$ cat src/rtl/sample_ctrl.sv
// Host-side sequencer for the sample counter: edge-detects data_ready, latches the sample,
// then pulses load_en and count_up and checks the counter flag once it has settled.
module sample_ctrl #(
  parameter int NUM_SAMPLES = 1000,
  parameter int CNT_W       = 10,
  parameter int DATA_W      = 16,
  parameter int SETTLE      = 2
) (
  input  logic              clk,
  input  logic              n_reset,
  input  logic              data_ready,
  input  logic [DATA_W-1:0] sample_data,
  input  logic              one_k_samples,
  output logic              count_up,
  output logic              load_en,
  output logic [DATA_W-1:0] sample_out,
  output logic              modwait,
  output logic [CNT_W-1:0]  sample_idx,
  output logic              done,
  output logic              err
);

  localparam int SW = (SETTLE > 2) ? $clog2(SETTLE) : 1;
  localparam logic [SW-1:0]    SETTLE_LAST = SW'(SETTLE - 1);
  localparam logic [CNT_W-1:0] IDX_MAX     = CNT_W'(NUM_SAMPLES);

  typedef enum logic [2:0] {
    S_IDLE, S_LOAD, S_COUNT, S_SETTLE, S_WAIT_LOW, S_DONE
  } state_t;

  state_t            state, state_nxt;
  logic              dr_prev;
  logic              armed;
  logic [SW-1:0]     settle_cnt;
  logic              new_smp;
  logic              at_limit;
  logic              err_set;

  logic              count_up_nxt, load_en_nxt, modwait_nxt, done_nxt, err_nxt;
  logic [DATA_W-1:0] sample_out_nxt;
  logic [CNT_W-1:0]  sample_idx_nxt;

  // A level held high across reset release must not count as a new sample:
  // data_ready has to be seen low once before the first edge is accepted.
  assign new_smp  = data_ready & ~dr_prev & armed;
  assign at_limit = (sample_idx == IDX_MAX);

  always_ff @(posedge clk or negedge n_reset) begin
    if (!n_reset) begin
      state      <= S_IDLE;
      dr_prev    <= 1'b0;
      armed      <= 1'b0;
      settle_cnt <= '0;
      count_up   <= 1'b0;
      load_en    <= 1'b0;
      modwait    <= 1'b0;
      done       <= 1'b0;
      err        <= 1'b0;
      sample_out <= '0;
      sample_idx <= '0;
    end else begin
      state      <= state_nxt;
      dr_prev    <= data_ready;
      if (!data_ready) armed <= 1'b1;
      settle_cnt <= (state == S_SETTLE) ? settle_cnt + SW'(1) : '0;
      count_up   <= count_up_nxt;
      load_en    <= load_en_nxt;
      modwait    <= modwait_nxt;
      done       <= done_nxt;
      err        <= err_nxt;
      sample_out <= sample_out_nxt;
      sample_idx <= sample_idx_nxt;
    end
  end

  always_comb begin
    state_nxt = state;
    err_set   = 1'b0;
    case (state)
      S_IDLE:  if (new_smp) state_nxt = S_LOAD;
      S_LOAD: begin
        err_set   = new_smp;
        state_nxt = S_COUNT;
      end
      S_COUNT: begin
        err_set   = new_smp;
        state_nxt = S_SETTLE;
      end
      S_SETTLE: begin
        err_set = new_smp;
        // Flag and local index are compared only once the counter has caught up.
        if (settle_cnt == SETTLE_LAST) begin
          if (at_limit && one_k_samples) begin
            state_nxt = S_DONE;
          end else begin
            if (at_limit != one_k_samples) err_set = 1'b1;
            state_nxt = S_WAIT_LOW;
          end
        end
      end
      S_WAIT_LOW: begin
        err_set = new_smp;
        if (!data_ready) state_nxt = S_IDLE;
      end
      S_DONE:  state_nxt = S_DONE;
      default: state_nxt = S_IDLE;
    endcase
  end

  always_comb begin
    count_up_nxt   = (state_nxt == S_COUNT);
    load_en_nxt    = (state_nxt == S_LOAD);
    done_nxt       = (state_nxt == S_DONE);
    modwait_nxt    = (state_nxt == S_LOAD) || (state_nxt == S_COUNT) ||
                     (state_nxt == S_SETTLE) || (state_nxt == S_WAIT_LOW);
    err_nxt        = err | err_set;
    sample_out_nxt = sample_out;
    sample_idx_nxt = sample_idx;
    if (state == S_IDLE && new_smp) sample_out_nxt = sample_data;
    if (state == S_LOAD && !at_limit) sample_idx_nxt = sample_idx + CNT_W'(1);
  end

endmodule

$ cat config.mk
export PLATFORM = sky130hd
export DESIGN_NAME = sample_ctrl
export DESIGN_NICKNAME = d
export VERILOG_FILES = /design/src/rtl/sample_ctrl.sv
export SDC_FILE = /design/constraint.sdc
export NUM_CORES = 1
export LEC_CHECK = 0
export BUFFER_PORTS_ARGS = -buffer_cell sky130_fd_sc_hd__buf_2
export CAP_MARGIN = 20
export CORE_MARGIN = 3
export CORE_UTILIZATION = 45
export CTS_CLUSTER_SIZE = 30
export DETAILED_ROUTE_END_ITERATION = 7
export PLACE_DENSITY = 0.72
export SLEW_MARGIN = 25
export SYNTH_ARGS = -nofsm -noshare
export SYNTH_HDL_FRONTEND = slang
export SYNTH_SLANG_ARGS = --single-unit
$ cat constraint.sdc
create_clock -name clk -period 2.2 [get_ports clk]
set_input_delay 0 -clock clk [delete_from_list [all_inputs] [get_ports clk]]
set_output_delay 0 -clock clk [all_outputs]
set_load 0.02 [all_outputs]
# Word level (Yosys, flattened, before mapping)
# Cells that the tools add are included.
[classes]
muxes = 10
addsub = 2
n_reduce_logical = 9
bitwise_logic = 4
n_eq_ne = 12
[op_table]
columns = ["operator", "count"]
rows = [
  ["3-bit case mux with 6 select lines", 1],
  ["3-bit by 2-bit equality test with 1-bit output, second input constant", 4],
  ["3-bit equality test, second input constant", 4],
  ["10-bit by 1-bit adder with 10-bit output, second input constant", 1],
  ["10-bit equality test, second input constant", 1],
  ["3-bit 2-to-1 mux", 3],
  ["3-bit by 1-bit equality test with 1-bit output, second input constant", 2],
  ["1-bit 2-to-1 mux", 5],
  ["1-bit logical AND", 3],
  ["3-bit zero test", 1],
  ["1-bit logical OR", 3],
  ["3-bit OR reduction", 1],
  ["1-bit bitwise AND", 2],
  ["1-bit case mux with 2 select lines", 1],
  ["1-bit adder, second input constant", 1],
  ["1-bit zero test", 1],
  ["1-bit inequality test", 1],
  ["1-bit inverter", 1],
  ["1-bit OR", 1],
]
[word_totals]
ff_bits = 37
in_bits = 20

# Logic depth before layout (Yosys ltp)
# Gate-level depths: netlist of run 1.
[logic_depth]
depth_word = 9
depth_mapped = 9
ltp_nobuf = 9

# Worst setup path before layout of run 1
# Ideal clock, no wire load.
[synth_timing]
path_type = "register to register"
from = "register sample_idx[0]"
to = "register done"
required_ps = 2081
path_stages_with_launch = 10
setup_time_ps = 119
path_slack_ps = 259
arrival_time_ps = 1822
period_less_slack_ps = 1941
path_cell_list = "dfrtp_1 -> inv_1 -> ha_1 -> nand4b_1 -> nor3_1 -> ha_1 -> and3b_1 -> nor2_1 -> a211o_1 -> and2_1"
[synth_between]
elab_chain_cells = 6
[synth_rtl]
columns = ["item", "line", "source"]
rows = [
  ["start, declared", "18", "output logic [CNT_W-1:0] sample_idx,"],
  ["start signal, assigned", "72", "sample_idx <= sample_idx_nxt;"],
  ["10-bit equality test", "46", "assign at_limit = (sample_idx == IDX_MAX);"],
  ["1-bit logical AND", "93", "if (at_limit && one_k_samples) begin"],
  ["1-bit 2-to-1 mux", "93", ""],
  ["3-bit 2-to-1 mux", "92", "if (settle_cnt == SETTLE_LAST) begin"],
  ["3-bit case mux with 6 select lines", "79", "case (state)"],
  ["named net state_nxt[0]", "31", "state_t state, state_nxt;"],
  ["3-bit equality test", "113", "done_nxt = (state_nxt == S_DONE);"],
  ["named net done_nxt", "39", "logic count_up_nxt, load_en_nxt, modwait_nxt, done_nxt, err_nxt;"],
  ["end signal, assigned", "69", "done <= done_nxt;"],
  ["end, declared", "19", "output logic done,"],
]
# The timed path passes the listed nets, and every way through them passes these cells.
# A chain may end at the register's enable or synchronous reset.

# Worst setup path after layout of run 1
# Same ends and word-level chain as after synthesis.

==> results of run 1 <==
==> layer usage <==
metal / vias up / track usage (%)
li1: 545 / -
met1: 543 / 22.71
met2: 37 / 29.20
met3: 5 / 6.154
met4: 0 / 4.663
met5: - / 0
==> final cells by class <==
type,instances,area [um2]
well taps,44,55.05
clock buffers,5,37.54
flip-flops and latches,37,925.9
clock inverters,3,17.52
repair buffers,69,437.9
fillers,267,1115
multi-input cells,71,599.3
inverters,4,15.01
==> power breakdown <==
part           internal [uW]  total (uW)  leakage (uW)  switching (uW)
combinational            472        1030      0.000550             556
clock                    120         344     0.0000310             223
sequential               918        1130      0.000458             208
==> sequential cells by signal, indices dropped and copies added (netlist names) <==
register    flops
count_up        1
modwait         1
sample_idx     10
done            1
state           3
armed           1
err             1
settle_cnt      1
sample_out     16
load_en         1
dr_prev         1
==> cells by family after synthesis <==
| group | Yosys count | synth area share (%) |
|---|---|---|
| mux | 17 | 14.22 |
| flops | 37 | 58.78 |
| fa+ha+maj | 3 | 2.383 |
| buf+inv | 8 | 3.177 |
| compound gates | 6 | 2.700 |
| simple gates | 36 | 13.74 |
| xor+xnor | 9 | 5.004 |
==> critical path: cells and delay by family, from the launching register on <==
family | cells | cell delay [ns]
AOI/OAI and AO/OA | 1 | 0.34
buffers and inverters | 1 | 0.10
and+or+nand+nor | 5 | 0.60
adders and majority gates | 2 | 0.37
DFF | 1 | 0.45
==> final timing paths <==
path                                      to  cells after the start
min in group asynchronous      err$_DFF_PN0_                      2
setup / recovery              done$_DFF_PN0_                      9
hold / removal                 err$_DFF_PN0_                      5
setup reg to reg              done$_DFF_PN0_                      9
hold reg to reg            armed$_DFFE_PN0N_                      1
max in group asynchronous     done$_DFF_PN0_                      2
==> synthesized netlist by cell type (all sizes together) <==
cell	count	area, um2
o31a	1	8.760
xnor2	7	61.31
nand2	7	26.28
nand3	2	10.01
a211o	1	8.760
and3	3	18.77
and3b	1	8.760
a21oi	1	5.000
xor2	2	17.52
dfrtp	37	925.9
inv	4	15.01
nand4	4	25.02
mux2i	1	10.01
nand2b	2	12.51
ha	3	37.54
nor2	7	26.28
a311o	1	10.01
nor3	2	10.01
and2	2	12.51
nor4	1	21.27
mux2	16	214.0
buf	4	35.03
nand3b	1	7.510
nand4b	2	17.52
nor3b	2	20.02
o21ai	2	10.00
==> metrics by stage <==
stage	cell area (um2)	hold WS, ns	total power [uW]	instances	setup slack [ns]
2_1_floorplan	1575	-0.2956	1842	116	0.2592
3_3_place_gp	1853	0.1139	2102	207	0.3666
3_5_place_dp	1853	0.1271	2141	207	0.2682
4_1_cts	2088	0.1350	2520	233	0.2454
5_1_grt	2088	0.1769	2689	233	0.09062
6_report	2088	0.1472	2499	233	0.2269
==> repair_timing <==
item,CTS,global route
hold buffers,18,0
hold endpoints to repair,55,0
resized for setup,0,0
==> metrics.txt, run 1 <==
status=finished, final reports clean; CP Data Required Time=2.43 ns; Ys Warns=0; vias in the first global route=1,218; Worst path slowest cell=dfrtp_1; Placer Congestion=0.8722; Yosys cell types=31; Seq/Total Area, Yosys=58.78%; Max Clock Skew=0.01458 ns; RSZ-0062 raised after global routing=false; Root Driver=clkbuf_4; commonest non-fill, non-tap cell in the layout=buf_2; H-tree levels=2; CP Capture Type=flip-flop; max cap viols=0; antenna violations before repair=0; M1 wire length=1458 um; origin of the critical flop-to-flop path=sample_idx[0]$_DFFE_PN0P_; Worst Path Arrival=2.21 ns; worst slew pin tran=0.7810 ns; flop-to-flop setup slack=0.23 ns; Slew Limit Fails=0; met3 wire length=211 um; Die W=65.17 um; grt ovf=0; Final setup viols=0; LEAKAGE=0.001038 uW; clock-pin slew on the worst setup and hold paths=0.12 ns; Rows=20; detailed placement HPWL=2120 um; Final Cycle Share=89.69%; postcts setup bufs=0; maximum vdd drop=549.0 uV; # diodes=0; Initial DRC Count=36; critical path launch point=sample_idx[0]$_DFFE_PN0P_; Pre-antenna DRT Iters=4; Syn Inst Count=116; Via density=4.850; Tot GR Track Use=17.87%; worst hold path type=in -> reg; WS Path Type=reg -> reg; Core Box Area=3203 um2; crit-path most repeated cell=ha_1; Wirelength per Cell=13.93 um; Layout area overhead=32.57%; power per cell area=1197 nW/um2; average size of a mapped cell=13.58 um2; Antenna Nets Post-Route=0; Clock Path Buffers=2; first-pass GRT wire length=5747 um; CP Max Fanout=5; Post-Syn Nets=139; nets@finish=211; TritonCTS clock tree=built; min Tclk post-route=1.973 ns; Worst Hold Launch=one_k_samples; final core utilization=65.20%; setup tns final=0 ns; final hold viol count=0; Synth Register Bits=37; CTS buffer count=5; PortBufs=50; largest net degree at the start of global routing=38; total wire length=3245 um; Max Used Layer=met4; Worst slew margin=47.93%; met2 WL post-DR=1531 um; max incr delay on CP=0.45 ns; routed via count=1,130; die area=4246 um2; CP cell instances=inv_1 -> ha_1 -> nand4b_1 -> nor3_1 -> ha_1 -> and3b_1 -> nor2_1 -> a211o_1 -> and2_1; Initial Utilization=49.18%; I/O pins=51; Worst-Skew Late Latency=0.34 ns; Max Freq=506.8 MHz; CTS sink cnt=37; Die Height=65.17 um; layout cells sized above 1=40.74%; most frequent cells in the layout=50 x buf_2, 37 x dfrtp_1, 18 x dlygate4sd3_1, 9 x mux2_4; DRC=0; mapped cell area=1575 um2; CP Launch Type=flip-flop
(Power assumes the default switching activity.)
==> inputs of run 2 (changes only) <==
- CTS_BUF_LIST: not set -> sky130_fd_sc_hd__clkbuf_16
==> metrics.txt, run 2 (synthesis results as in run 1) <==
Initial Utilization=49.18% (unchanged); CP Data Required Time=2.37 ns (-0.06 ns); Layout area overhead=38.13%; Core Box Area=3203 um2 (unchanged); worst slew pin tran=0.7688 ns (-0.01227 ns); Wirelength per Cell=14.23 um (+2.2%); final worst slack=0.2594 ns (+0.03250 ns); Worst slew margin=48.75% (+0.82 points); final hold slack=0.2234 ns (+0.07620 ns); max FFs per register=16 (unchanged); CTS sink cnt=37 (unchanged); final core utilization=67.93% (+2.7 points); Tot GR Track Use=18.50% (+0.63 points); Initial DRC Count=56 (+56%); CTS resizes=0 (unchanged); DRC=0 (unchanged); TritonCTS clock tree=built; Final setup viols=0 (unchanged); Worst Path Arrival=2.11 ns (-0.10 ns); Slew Limit Fails=0 (unchanged); detailed placement HPWL=2120 um (unchanged); clock-pin slew on the worst setup and hold paths=0.06 ns (-0.06 ns); Max Clock Skew=0.002788 ns (-0.01180 ns); die area=4246 um2 (unchanged); power per cell area=1308 nW/um2 (+9.3%); Via density=4.781 (-1.4%); final cell count without fillers=233 (unchanged); setup tns final=0 ns (unchanged); area of the multi-input gates=599.3 um2 (unchanged); RSZ-0062 raised after global routing=false; dpl cells=207 (unchanged); worst hold path type=in -> reg; fillcell total=250 (-6.4%); grt ovf=0 (unchanged); layout cells sized above 1=40.74% (unchanged); # diodes=0 (unchanged); antenna violations before repair=0 (unchanged); Final Cycle Share=88.21% (-1.5 points); largest net degree at the start of global routing=38 (unchanged); nets@finish=211 (unchanged); maximum vdd drop=557.0 uV (+1.5%); CP Launch Type=flip-flop; WS Path Type=reg -> reg; final hold viol count=0 (unchanged); max cap viols=0 (unchanged); commonest non-fill, non-tap cell in the layout=buf_2; largest register by flop count=sample_out; Worst-Skew Late Latency=0.28 ns (-0.06 ns); Die Height=65.17 um (unchanged); status=finished, final reports clean; most frequent cells in the layout=50 x buf_2, 37 x dfrtp_1, 18 x dlygate4sd3_1, 9 x mux2_4; H-tree levels=2 (unchanged); first-pass GRT wire length=5809 um (+1.1%); Max Freq=515.3 MHz (+1.7%); Reg area=925.9 um2 (unchanged); LEAKAGE=0.001077 uW (+3.7%); min Tclk post-route=1.941 ns (-0.03250 ns); max incr delay on CP=0.42 ns (-0.03 ns); vias in the first global route=1,207 (-0.90%); Pre-antenna DRT Iters=4 (unchanged); CP Max Fanout=5 (unchanged); CTS buffer count=5 (unchanged); CP Capture Type=flip-flop; routed via count=1,114 (-1.4%); postcts setup bufs=0 (unchanged); Rows=20 (unchanged); crit-path most repeated cell=ha_1; I/O pins=51 (unchanged); Placer Congestion=0.8722 (unchanged); Clock Path Buffers=2 (unchanged); DP Worst Slack=0.2682 ns (unchanged); top flop regs=sample_out (16), sample_idx (10), state (3); PortBufs=50 (unchanged); Root Driver=clkbuf_16; Worst path slowest cell=dfrtp_1; CP cell instances=inv_1 -> ha_1 -> nand4b_1 -> nor3_1 -> ha_1 -> and3b_1 -> nor2_1 -> a211o_1 -> and2_1; total wire length=3315 um (+2.2%); Antenna Nets Post-Route=0 (unchanged); Die W=65.17 um (unchanged)
run 2: power breakdown:
part,switching [uW],internal [uW]
Clock,267,414
Combinational,561,472
Sequential,211,922
run 2: critical path, delay by kind of cell, from the launching register on:
kind | cells | cell delay (ns)
and+or+nand+nor | 5 | 0.60
DFF | 1 | 0.42
adders and majority gates | 2 | 0.37
buffers and inverters | 1 | 0.10
AOI/OAI and AO/OA | 1 | 0.34
run 2: final timing paths:
path	start	to	slack, ns	cells after the start
min in group asynchronous	n_reset	sample_out[4]$_DFFE_PN0P_	0.32	2
hold / removal	one_k_samples	err$_DFF_PN0_	0.22	5
max in group asynchronous	n_reset	sample_out[7]$_DFFE_PN0P_	1.39	2
hold reg to reg	armed$_DFFE_PN0N_	armed$_DFFE_PN0N_	0.47	1
setup reg to reg	sample_idx[0]$_DFFE_PN0P_	done$_DFF_PN0_	0.26	9
setup / recovery	sample_idx[0]$_DFFE_PN0P_	done$_DFF_PN0_	0.26	9
run 2: area by class of cell:
class | count | area share (%)
multi-input cells | 71 | 27.54
clock buffers | 5 | 5.750
flip-flops and latches | 37 | 42.55
repair buffers | 69 | 20.13
inverters | 4 | 0.6901
clock inverters | 3 | 0.8051
well taps | 44 | 2.530
run 2: timing repair:
action                                  4_1_cts  5_1_grt
endpoints found under the hold margin        55        0
hold buffers                                 18        0
endpoints found under the setup margin        0        0
run 2: metal layers:
metal  global-route usage, %  routed length, um  vias up
li1                        -                  -      543
met1                   22.94               1506      526
met2                   29.33               1547       37
met3                   6.154                203        8
met4                   8.290                 58        0
met5                       0                  0        -
run 2: per-stage QoR:
step | power (uW) | instance area [um2]
2_1_floorplan | 1842 | 1575
4_1_cts | 2870 | 2176
3_5_place_dp | 2141 | 1853
5_1_grt | 3039 | 2176
6_report | 2847 | 2176
3_3_place_gp | 2102 | 1853
==> inputs of run 3 (changes only) <==
- ABC_AREA: not set -> 1
- CORE_MARGIN: 3 -> 8
- PLACE_DENSITY: 0.72 -> 0.71
==> metrics.txt, run 3 <==
Yosys cell types=22 (-29%); total wire length=3866 um (+17%); LEAKAGE=0.001311 uW (+22%); Max Clock Skew=0.003440 ns (+0.0006520 ns); largest family of logic cells by synthesized area=simple AND/OR/NAND/NOR gates; Max Freq=540.9 MHz (+5.0%); Synth Register Bits=37 (unchanged); post-route cell area=2298 um2 (+5.6%); Post-Synth Simple-Gate Area=32.15% (+18 points); Clock Path Buffers=2 (unchanged); Via density=4.563 (-4.6%); CP Launch Type=flip-flop; worst slew pin tran=0.7785 ns (+0.009710 ns); commonest non-fill, non-tap cell in the layout=nand2_1; Die Height=77.34 um (+19%); Post-synth EDFFs=0 (unchanged); Layout area overhead=35.77%; mapped cell area=1693 um2 (+7.5%); CTS buffer count=5 (unchanged); layout cells sized above 1=23.83% (-17 points); maximum vdd drop=457.1 uV (-18%); Placer Congestion=0.8153 (-6.5%); Root Driver=clkbuf_16; Worst-Skew Late Latency=0.27 ns (about the same); R2R depth=14 (+5); Synth Area in Compound Gates=1.330% (-1.4 points); Rows=22 (+10%); top flop regs=sample_out (16), sample_idx (10), state (3); Antenna Nets Post-Route=0 (unchanged); DP Worst Slack=0.3712 ns (+0.1030 ns); Die W=77.34 um (+19%); Final setup viols=0 (unchanged); Final Cycle Share=84.04% (-4.2 points); Pre-antenna DRT Iters=4 (unchanged); Worst Path Arrival=2.01 ns (-0.10 ns); CP Max Fanout=4 (-1); vias in the first global route=1,561 (+29%); Seq/Total Area, Yosys=54.69% (-4.1 points); H-tree levels=2 (unchanged); RSZ-0062 raised after global routing=false; CP Data Required Time=2.37 ns (about the same); grt ovf=0 (unchanged); Syn Inst Count=204 (+76%); Post-Syn Nets=227 (+63%); Adder-Cell Fraction of Synth Area=2.217% (-0.17 points); status=finished, final reports clean; Core Box Area=3633 um2 (+13%); Async S/R FF share, synth=100.0% (unchanged); max FFs per register=16 (unchanged); largest net degree at the start of global routing=38 (unchanged); WS Path Type=reg -> reg; antenna violations before repair=0 (unchanged); most frequent cells in the layout=93 x nand2_1, 50 x buf_2, 37 x dfrtp_1, 22 x inv_1, 18 x dlygate4sd3_1; power per cell area=608.3 nW/um2 (-54%); Synth area leaders=dfrtp_1 55%, nand2_1 21%, inv_1 4.4%; min Tclk post-route=1.849 ns (-0.09183 ns); DRC=0 (unchanged); Worst slew margin=48.10% (-0.65 points); commonest register cell after synthesis=dfrtp_1; worst hold path type=in -> reg; XOR/XNOR share of the synthesized area=2.587% (-2.4 points); area share of the largest cell type after synthesis=54.69% (-4.1 points); TritonCTS clock tree=built; top cells by count, synth=93 x nand2_1, 37 x dfrtp_1, 20 x inv_1; Placement Cell Area=1978 um2 (+6.8%); cell taking the most area after synthesis=dfrtp_1; average size of a mapped cell=8.298 um2 (-39%); setup tns final=0 ns (unchanged); PortBufs=50 (unchanged); Slew Limit Fails=0 (unchanged); Tot GR Track Use=14.11% (-4.4 points); # diodes=0 (unchanged); CP Capture Type=flip-flop; worst hold path depth=4 (-1); CTS sink cnt=37 (unchanged); post-synthesis mux area share=0% (-14 points); Initial DRC Count=78 (+39%); die area=5981 um2 (+41%); Wirelength per Cell=11.90 um (-16%); clock-pin slew on the worst setup and hold paths=0.05 ns (about the same); most common cell in the netlist=nand2_1; Initial Utilization=46.59% (-2.6 points); max cap viols=0 (unchanged); I/O pins=51 (unchanged); final core utilization=63.26% (-4.7 points); routed via count=1,483 (+33%); Final Power=1398 uW (-51%); first-pass GRT wire length=6886 um (+19%); nets@finish=299 (+42%); Ys Warns=0 (unchanged); largest register by flop count=sample_out; final hold viol count=0 (unchanged); final worst slack=0.3512 ns (+0.09183 ns); detailed placement HPWL=2616 um (+23%)
-- run 3: per-stage QoR --
step	cells	hold slack, ns
after global placement	299	0.1354
after global routing	325	0.1823
after detailed placement	299	0.1342
final	325	0.1473
after CTS	325	0.1432
after floorplan	204	-0.2956
-- run 3: cells by family after synthesis --
logic type | after synthesis
fa+ha+maj | 3
xor+xnor | 5
buf+inv | 27
simple gates | 128
flops | 37
compound gates | 4
-- run 3: worst paths after layout --
path                                                  end  slack, ns                 startpoint
min in group asynchronous               armed$_DFFE_PN0N_       0.34                    n_reset
worst min register to register  sample_out[6]$_DFFE_PN0P_       0.46  sample_out[6]$_DFFE_PN0P_
worst min-delay path                        err$_DFF_PN0_       0.15              one_k_samples
worst max-delay path                       done$_DFF_PN0_       0.35  sample_idx[0]$_DFFE_PN0P_
max in group asynchronous       sample_idx[7]$_DFFE_PN0P_       1.36                    n_reset
worst max register to register             done$_DFF_PN0_       0.35  sample_idx[0]$_DFFE_PN0P_
-- run 3: where the power goes --
part | internal, uW | switching, uW
logic | 33.8 | 24.3
clock network | 410 | 246
registers | 683 | 0.666
total | 1130 | 271
-- run 3: worst max-delay path: stages (launching register included) --
cell and delay [ns]:
dfrtp_1 0.38, inv_1 0.08, ha_1 0.20, nand2_1 0.06, nor2_1 0.04, nand3_1 0.16, inv_1 0.07, ha_1 0.18
inv_1 0.05, nand3_1 0.07, nand2_1 0.07, nand2_1 0.05, nor2_2 0.14, nand2_1 0.06, and2_1 0.13
-- run 3: layer usage --
layer / up-vias / share of wire [%] / global-route usage [%]
met4: 0 / 2.6 / 6.792
met5: - / 0 / 0
met3: 10 / 5.5 / 4.839
met2: 38 / 50 / 24.68
li1: 769 / - / -
met1: 666 / 42 / 14.86
-- run 3: area by class of cell --
class / count / area (um2)
inverter: 23 / 86.33
clock buffer: 5 / 125.1
tap: 48 / 60.06
fill: 330 / 1335
timing repair buffer: 69 / 437.9
sequential: 37 / 925.9
multi-input combinational: 140 / 648.1
clock inverter: 3 / 15.01
-- run 3: timing repair --
action | CTS | global route
resized for setup | 0 | 0
hold buffers | 18 | 0
setup buffers | 0 | 0
hold endpoints to repair | 55 | 0
